**src/rtl/rbm_sample_sequencer.sv**
```systemverilog
// Host-side sequencer for the RBM inference engine.
// It loads one sample word by word, resets and launches the engine, and waits
// for finish (or a timeout). It then reduces the output vector to a signed
// argmax and hands the class and score over a valid/ready handshake.

// One input word of the packed sample. It is written only while the sample loads.
module rbm_word_reg #(
    parameter int bitlength = 12
) (
    input  logic                 clock,
    input  logic                 reset,
    input  logic                 we,
    input  logic [bitlength-1:0] d,
    output logic [bitlength-1:0] q
);
    // Capture the word on its write strobe; it holds for the rest of the sample
    always_ff @(posedge clock or posedge reset) begin
        if (reset)   q <= '0;
        else if (we) q <= d;
    end
endmodule

module rbm_sample_sequencer #(
    parameter int bitlength         = 12,
    parameter int general_input_dim = 15,
    parameter int output_dim        = 2,
    parameter int class_width       = 1,
    parameter int reset_cycles      = 2,
    parameter int timeout_cycles    = 65535
) (
    input  logic                                   clock,
    input  logic                                   reset,
    input  logic                                   s_valid,
    output logic                                   s_ready,
    input  logic [bitlength-1:0]                   s_data,
    output logic                                   eng_reset,
    output logic                                   eng_data_valid,
    output logic [general_input_dim*bitlength-1:0] eng_input,
    input  logic [output_dim*bitlength-1:0]        eng_output,
    input  logic                                   eng_finish,
    output logic                                   r_valid,
    input  logic                                   r_ready,
    output logic [class_width-1:0]                 r_class,
    output logic [bitlength-1:0]                   r_score,
    output logic                                   r_timeout,
    output logic [15:0]                            sample_count
);
    localparam int WIW = (general_input_dim > 1) ? $clog2(general_input_dim) : 1;
    localparam int RCW = (reset_cycles > 1)      ? $clog2(reset_cycles)      : 1;
    localparam int TCW = (timeout_cycles > 1)    ? $clog2(timeout_cycles)    : 1;
    localparam int AW  = (output_dim > 1)        ? $clog2(output_dim)        : 1;

    typedef enum logic [2:0] {LOAD, RESET_ENG, SETTLE, RUN, ARGMAX, RESULT} state_t;

    state_t                               state;
    logic [WIW-1:0]                       wr_idx;
    logic [RCW-1:0]                       rst_cnt;
    logic [TCW-1:0]                       run_cnt;
    logic [AW-1:0]                        arg_idx;
    logic [output_dim-1:0][bitlength-1:0] out_reg;
    logic signed [bitlength-1:0]          best;
    logic [AW-1:0]                        best_idx;
    logic                                 load_fire;
    logic [general_input_dim-1:0][bitlength-1:0] in_words;

    assign load_fire = s_valid & s_ready;
    assign eng_input = in_words;

    // One register per input word; s_ready is only high in LOAD, so the
    // sample is frozen for the whole run.
    for (genvar i = 0; i < general_input_dim; i++) begin : g_word
        rbm_word_reg #(.bitlength(bitlength)) u_word (
            .clock (clock),
            .reset (reset),
            .we    (load_fire && (wr_idx == WIW'(i))),
            .d     (s_data),
            .q     (in_words[i])
        );
    end

    // Argmax step: element 0 always seeds, and later elements win only on
    // strictly greater, so ties keep the lowest index.
    logic signed [bitlength-1:0] cand;
    logic signed [bitlength-1:0] next_best;
    logic [AW-1:0]               next_idx;
    logic                        take;
    always_comb begin
        cand      = out_reg[arg_idx];
        take      = (arg_idx == '0) || (cand > best);
        next_best = take ? cand : best;
        next_idx  = take ? arg_idx : best_idx;
    end

    // Sequencer FSM with registered handshake and engine-control outputs
    always_ff @(posedge clock or posedge reset) begin
        if (reset) begin
            state          <= LOAD;
            s_ready        <= 1'b1;
            eng_reset      <= 1'b1;
            eng_data_valid <= 1'b0;
            r_valid        <= 1'b0;
            r_class        <= '0;
            r_score        <= '0;
            r_timeout      <= 1'b0;
            sample_count   <= '0;
            wr_idx         <= '0;
            rst_cnt        <= '0;
            run_cnt        <= '0;
            arg_idx        <= '0;
            out_reg        <= '0;
            best           <= '0;
            best_idx       <= '0;
        end else begin
            case (state)
                LOAD: begin
                    if (load_fire) begin
                        if (wr_idx == WIW'(general_input_dim - 1)) begin
                            wr_idx  <= '0;
                            rst_cnt <= '0;
                            s_ready <= 1'b0;
                            state   <= RESET_ENG;
                        end else begin
                            wr_idx <= wr_idx + 1'b1;
                        end
                    end
                end
                RESET_ENG: begin
                    if (rst_cnt == RCW'(reset_cycles - 1)) begin
                        rst_cnt   <= '0;
                        eng_reset <= 1'b0;
                        state     <= SETTLE;
                    end else begin
                        rst_cnt <= rst_cnt + 1'b1;
                    end
                end
                SETTLE: begin
                    // One quiet cycle so the engine sees reset fall before data_valid
                    run_cnt        <= '0;
                    eng_data_valid <= 1'b1;
                    state          <= RUN;
                end
                RUN: begin
                    if (eng_finish || (run_cnt == TCW'(timeout_cycles - 1))) begin
                        out_reg        <= eng_output;
                        r_timeout      <= ~eng_finish;
                        eng_data_valid <= 1'b0;
                        arg_idx        <= '0;
                        state          <= ARGMAX;
                    end else begin
                        run_cnt <= run_cnt + 1'b1;
                    end
                end
                ARGMAX: begin
                    best     <= next_best;
                    best_idx <= next_idx;
                    if (arg_idx == AW'(output_dim - 1)) begin
                        r_class <= class_width'(next_idx);
                        r_score <= next_best;
                        r_valid <= 1'b1;
                        arg_idx <= '0;
                        state   <= RESULT;
                    end else begin
                        arg_idx <= arg_idx + 1'b1;
                    end
                end
                RESULT: begin
                    // Returning to LOAD raises eng_reset, so the engine's sticky
                    // finish is cleared before the next launch
                    if (r_ready) begin
                        r_valid      <= 1'b0;
                        sample_count <= sample_count + 1'b1;
                        s_ready      <= 1'b1;
                        eng_reset    <= 1'b1;
                        state        <= LOAD;
                    end
                end
                default: state <= LOAD;
            endcase
        end
    end
endmodule

```
**config.mk**
```make
export PLATFORM = sky130hd
export DESIGN_NAME = rbm_sample_sequencer
export DESIGN_NICKNAME = d
export VERILOG_FILES = /design/src/rtl/rbm_sample_sequencer.sv
export SDC_FILE = /design/constraint.sdc
export NUM_CORES = 1
export LEC_CHECK = 0
export ABC_AREA = 1
export CORE_ASPECT_RATIO = 1.4
export CORE_MARGIN = 1
export CORE_UTILIZATION = 54
export CTS_CLUSTER_DIAMETER = 200
export DETAILED_ROUTE_END_ITERATION = 16
export GPL_TIMING_DRIVEN = 0
export PLACE_DENSITY_LB_ADDON = 0.2
export SYNTH_ARGS = -nofsm -noshare
export SYNTH_HDL_FRONTEND = slang
export SYNTH_SLANG_ARGS = --single-unit
export TNS_END_PERCENT = 50
```
**constraint.sdc**
```tcl
create_clock -name clock -period 12.6 [get_ports clock]
set_input_delay 1.26 -clock clock [delete_from_list [all_inputs] [get_ports clock]]
set_output_delay 1.26 -clock clock [all_outputs]
set_load 0.02 [all_outputs]
```
==> results.py, run 1 <==
metrics = {
    "synth": {
        "syn_area_per_cell_um2": 9.16,
        "synthCells": 1243,
        "synth_top_cell_area_share": 0.602,
        "synth_warnings": 0,
        "ys_types": 36,
        "ys_ff_latch": 276,
        "synth_top_cell_by_area": "dfrtp_1",
        "synth_area_um2": 11400,
        "synth_nets": 1299,
        "yosys-top-cells-area": "dfrtp_1, nand2_1, o21ai_0",
        "yosysSeqAreaShare": 0.607,
    },
    "critical_path": {
        "critical_path.top_delay_family": "simple AND/OR/NAND/NOR gates",
        "path_common_cell": "nand2_1",
        "crit_type": "reg -> reg",
        "cp.required_ns": 13.02,
        "crit_chain": "buf_2 > inv_1 > clkbuf_1 > or2_2 > o21ai_0 > inv_1 > ha_1 > nand2_1 > inv_1 > nand2_1 > nor2_1 > nand2_1 > nand4_1 > nand3_2 > nand2_1 > buf_2 > nand2_1 > nand3_1 > nand2_1",
        "arrival_ns": 3.46,
        "r2r_cells": 19,
        "cpPeakStageDelay_ns": 0.32,
        "startpoint_type": "register",
        "crit_buf_inv": 6,
        "cp-end-kind": "register",
        "path_depth": 19,
        "crit_slowest_cell": "or2_2",
        "crit_fanout": 10,
    },
    "hold_path": {
        "hold_path.class": "reg -> reg",
        "min_delay_path_depth": 2,
    },
    "layout": {
        "layout_commonest_cell": "nand2_1",
        "final_cell_count_no_fill": 1802,
        "nNetsFinal": 1584,
        "drive_gt1_frac": 0.0602,
        "layout_common_cells": "nand2_1, dfrtp_1, clkdlybuf4s50_1",
        "largest_reg_flops": 180,
        "diodes": 0,
        "area_growth_pct": 33.4,
        "postLayoutCellArea_um2": 15200,
    },
    "timing": {
        "slew_headroom": 0.438,
        "timing.setup.tns_ns": 0,
        "drv_slew": 0,
        "tightest_slew_ns": 0.843,
        "fmax_mhz": 328,
        "hold_viol": 0,
        "rsz0062_at_grt": "false",
        "period_minus_slack_ns": 3.05,
        "period_share": 0.242,
        "finalClockSkew_ns": 0.0134,
        "finalSetupViolCount": 0,
    },
    "die": {
        "dieArea_um2": 21700,
        "pin_count": 255,
        "core_area_um2": 20600,
        "die_w_um": 125,
        "fp-row-count": 62,
        "die_y_um": 174,
        "start_util": 0.554,
    },
    "place": {
        "hpwl_um": 22200,
        "routabilityCongestion": 0.896,
        "port_buffers": 254,
        "placed_cell_area_um2": 14300,
        "dp.cells": 1755,
    },
    "power_and_ir_drop": {
        "ir_drop_mv": 0.216,
        "p_sw_mw": 1.66,
        "pwr-share-clk": 0.193,
        "power.internal_mw": 2.50,
        "switching_share": 0.399,
        "p_leak_nw": 7.23,
        "power_frac_comb": 0.454,
        "p_per_area_nw_per_um2": 274,
        "p_seq_frac": 0.353,
    },
    "clock_tree": {
        "cts_sinks": 276,
        "cts_hold_buf": 0,
        "cts_resized": 0,
        "path_clk_slew_ns": 0.06,
        "post_cts_buffers": 0,
        "clk_latency_ns": 0.54,
        "cts_tree": "done",
        "cts_buffers": 27,
        "root_buffer": "clkbuf_16",
        "cts_max_level": 1,
        "cts_buffer_depth": 3,
    },
    "global_routing": {
        "antenna_found_initial": 0,
        "grt_pass1_wl_um": 50900,
        "grt_max_degree": 130,
        "grt_usage": 0.296,
        "gr-total-overflow": 0,
        "first_global_vias": 9585,
    },
    "route": {
        "drc": 0,
        "wire_per_inst_um": 17.7,
        "vias": 9638,
        "totalWireLength_um": 31900,
        "vias_per_cell": 5.35,
        "firstDrtPassIters": 5,
        "drtIter0Drc": 690,
        "drt.antenna.violating_nets": 0,
    },
    "flow_run": {
        "maxCapViolCount": 0,
    },
    "status": {
        "status": "finished clean",
    },
}
worst reg2reg max path, stage by stage, from the launching register on:
cell and delay [ns]:
dfrtp_1 0.31, buf_2 0.21, inv_1 0.13, clkbuf_1 0.23, or2_2 0.32, o21ai_0 0.11
inv_1 0.07, ha_1 0.28, nand2_1 0.06, inv_1 0.05, nand2_1 0.07, nor2_1 0.15
nand2_1 0.10, nand4_1 0.09, nand3_2 0.13, nand2_1 0.12, buf_2 0.25, nand2_1 0.10
nand3_1 0.10, nand2_1 0.06
metrics by stage:
step                       util  total power [mW]  setup WS (ns)  hold WS (ns)
final                     0.738              4.16           9.55         0.471
after CTS                 0.738              4.18           9.57         0.477
after global routing      0.738              4.41           9.24         0.496
after detailed placement  0.696              3.35           9.56         0.459
after floorplan               -              2.49           3.73         0.441
after global placement    0.693              3.30          0.451         0.452
synthesized netlist by cell type, drive strengths merged:
library cell	instances
dfstp	2
xnor2	6
o21bai	1
o32ai	1
nand4	9
clkinv	1
mux2i	1
a21o	1
a21oi	11
a211oi	1
nor3	10
nand2	421
ha	15
nor4	1
dfrtp	274
buf	10
nor2	45
o21ai	207
inv	85
xor2	18
or2	11
o31ai	1
nand3	63
clkbuf	48
worst paths after layout:
path / endpoint / from / slack (ns)
hold / removal: out_reg[20] / out_reg[20] / 0.47
setup reg to reg: r_score[5] / arg_idx / 9.55
max in group asynchronous: g_word[8].u_word.q[7] / reset / 10.43
hold reg to reg: out_reg[20] / out_reg[20] / 0.47
setup / recovery: r_score[5] / arg_idx / 9.55
min in group asynchronous: g_word[2].u_word.q[4] / reset / 1.16
logic make-up (layout without fill, tap and decap cells):
group                      after synthesis  in the layout  share of synthesized area
and+or+nand+nor                        560            560                      0.207
DFF                                    276            276                      0.607
AOI/OAI and AO/OA                      223            223                     0.0996
buffers and inverters                  144            447                     0.0500
xor gates and xnor gates                24             24                     0.0185
adders and majority gates               15             15                     0.0165
muxes                                    1              1                   0.000880
power groups by stage:
| stage | logic, mW | registers (mW) | clock network [mW] |
|---|---|---|---|
| 2_1_floorplan | 0.686 | 1.80 | 0 |
| 3_3_place_gp | 1.84 | 1.46 | 0 |
| 3_5_place_dp | 1.89 | 1.47 | 0 |
| 4_1_cts | 1.90 | 1.46 | 0.814 |
| 5_1_grt | 2.06 | 1.51 | 0.848 |
| 6_report | 1.89 | 1.47 | 0.802 |
layer usage:
| layer | global-route usage | wire length (um) | part of all wire |
|---|---|---|---|
| met5 | 0 | 0 | 0 |
| met4 | 0.112 | 1140 | 0.036 |
| met3 | 0.0691 | 2340 | 0.073 |
| met2 | 0.518 | 16200 | 0.51 |
| met1 | 0.354 | 12200 | 0.38 |
cell type report:
class / instances / area, um2
Buffer: 58 / 245
Clock buffer: 38 / 767
Clock inverter: 9 / 105
Fill cell: 1541 / 5380
Inverter: 86 / 332
Multi-Input combinational cell: 823 / 3900
Sequential cell: 276 / 6910
Tap cell: 256 / 320
Timing Repair Buffer: 256 / 2600
Note: power is estimated with default switching activity, not from simulation.
==> run 2, diff against run 1 <==
--- a/config.mk
+++ b/config.mk
@@ -8,7 +8,7 @@
 export ABC_AREA = 1
 export CORE_ASPECT_RATIO = 1.4
 export CORE_MARGIN = 1
-export CORE_UTILIZATION = 54
+export CORE_UTILIZATION = 46
 export CTS_CLUSTER_DIAMETER = 200
 export DETAILED_ROUTE_END_ITERATION = 16
 export GPL_TIMING_DRIVEN = 0
==> constraint.sdc (replaced) <==
create_clock -name clock -period 2.75 [get_ports clock]
set_input_delay 0.275 -clock clock [delete_from_list [all_inputs] [get_ports clock]]
set_output_delay 0.275 -clock clock [all_outputs]
set_load 0.02 [all_outputs]
==> run 2 against run 1 <==
Sequential share of layout area down 1.1 points; global-route usage down 4.1 points; via count is 2.4% lower; register-to-register slack worse by 9.4 ns; clock-buffer cell count is 3 lower; flip-flop and latch count unchanged; non-clock buffer count rose by 13; clock power rose to 4.7 times the previous value; critical endpoint is now best[8]; largest power group unchanged.
==> results.py, run 2 (synthesis results as in run 1) <==
metrics = {
    "status": {
        "status": "finished clean",
    },
    "layout": {
        "layout_commonest_cell": "nand2_1",
        "nNetsFinal": 1597,
        "drive_gt1_frac": 0.0815,
        "layout_common_cells": "nand2_1, dfrtp_1, clkdlybuf4s50_1",
        "postLayoutCellArea_um2": 15500,
        "fillers": 2017,
        "multiInputGateArea_um2": 4000,
        "utilization": 0.644,
        "diodes": 0,
        "largest_reg_flops": 180,
        "area_growth_pct": 36.6,
        "seqCellArea_um2": 6910,
    },
    "die": {
        "dieArea_um2": 25400,
        "pin_count": 255,
        "die_w_um": 135,
        "start_util": 0.471,
        "fp-row-count": 67,
        "die_y_um": 188,
        "core_area_um2": 24100,
    },
    "power_and_ir_drop": {
        "ir_drop_mv": 0.793,
        "p_per_area_nw_per_um2": 1260,
        "power.total_mw": 19.7,
        "p_leak_nw": 7.35,
    },
    "clock_tree": {
        "path_clk_slew_ns": 0.06,
        "cts_hold_buf": 0,
        "cts_buffer_depth": 3,
        "clk_latency_ns": 0.53,
        "cts_buffers": 27,
        "root_buffer": "clkbuf_16",
        "cts_tree": "done",
        "cts_sinks": 276,
        "cts_max_level": 1,
    },
    "timing": {
        "finalClockSkew_ns": 0.00493,
        "holdWs_ns": 0.203,
        "tightest_slew_ns": 0.847,
        "fmax_mhz": 378,
        "hold_viol": 0,
        "drv_slew": 0,
        "period_minus_slack_ns": 2.65,
        "finalSetupViolCount": 0,
        "period_share": 0.963,
        "timing.setup.tns_ns": 0,
        "slew_headroom": 0.436,
    },
    "critical_path": {
        "cp-end-kind": "register",
        "crit_fanout": 7,
        "startpoint_type": "register",
        "crit_type": "reg -> reg",
        "cp.required_ns": 3.16,
        "arrival_ns": 3.06,
    },
    "global_routing": {
        "first_global_vias": 9341,
        "grt_usage": 0.256,
        "gr-total-overflow": 0,
        "grt_pass1_wl_um": 50400,
        "antenna_found_initial": 0,
        "grt_max_degree": 44,
    },
    "route": {
        "firstDrtPassIters": 5,
        "drt.antenna.violating_nets": 0,
        "wire_per_inst_um": 17.2,
        "totalWireLength_um": 32200,
        "drc": 0,
        "vias_per_cell": 5.03,
        "drtIter0Drc": 489,
        "vias": 9410,
    },
    "place": {
        "routabilityCongestion": 0.892,
        "hpwl_um": 23200,
        "port_buffers": 254,
        "placed_cell_area_um2": 14500,
    },
    "hold_path": {
        "hold_path.class": "in -> async",
    },
    "flow_run": {
        "maxCapViolCount": 0,
    },
}
## run 2: changes by cell type in the layout (fill, tap and decap cells not counted), moves of 3 or more
cell / before / now
buf_12: 0 / 6
nand3_1: 61 / 58
clkinvlp_4: 1 / 4
buf_2: 4 / 1
nand2_1: 418 / 415
o21ai_2: 0 / 7
buf_4: 4 / 11
o21ai_0: 202 / 193
buf_6: 1 / 5
## run 2: layout make-up
cell class	instances	area share
timing repair buffer	269	0.177
inverter	86	0.0211
sequential	276	0.444
buffer	58	0.0177
clock buffer	35	0.0467
multi-input combinational	823	0.257
tap	310	0.0249
clock inverter	12	0.0110
## run 2: where the power goes
part	internal [mW]	leakage [nW]	switching, mW
sequential	5.71	3.57	1.01
combinational	3.98	3.34	5.19
clock	2.23	0.431	1.54
## run 2: layer usage
layer,wire (um),global-route usage
met1,12300,0.299
met2,16300,0.446
met3,2460,0.0733
met4,1030,0.0847
met5,0,0
## run 2: worst max-delay path, cell delays in order, from the launching register on
cell and delay (ns):
dfrtp_1 0.34, buf_6 0.13, inv_2 0.06, or2_2 0.26, o21ai_0 0.15, inv_1 0.09
ha_1 0.34, nand2_1 0.08, inv_1 0.07, nand2_2 0.07, nor2_2 0.12, nand2_1 0.09
nand4_1 0.12, nand3_4 0.12, nand2_4 0.12, buf_6 0.12, nand2_1 0.07, nand3_1 0.10
nand2_1 0.06
## run 2: stage by stage
stage	setup WS, ns	instances
6_report	0.102	1869
5_1_grt	-0.0497	1869
4_1_cts	0.00647	1862
3_5_place_dp	-0.362	1814
3_3_place_gp	-3.14	1807
2_1_floorplan	-1.17	1243
## run 2: repair_timing
| action | in CTS | in global routing |
|---|---|---|
| buffers inserted | 1 | 5 |
| endpoints found under the setup margin | 26 | 26 |
| pin swaps | 1 | 2 |
| gates resized for setup | 14 | 32 |
| gates cloned | 0 | 2 |
## run 2: path summary, 6_finish.rpt
path | to | cells after the start | from | slack [ns]
worst max-delay path | best[8] | 18 | arg_idx | 0.10
worst min-delay path | run_cnt[2] | 2 | reset | 0.20
worst max register to register | best[8] | 18 | arg_idx | 0.10
worst min register to register | r_score[1] | 2 | r_score[1] | 0.48
max in group asynchronous | g_word[10].u_word.q[0] | 6 | reset | 1.23
min in group clock | out_reg[20] | 3 | eng_output[20] | 0.28
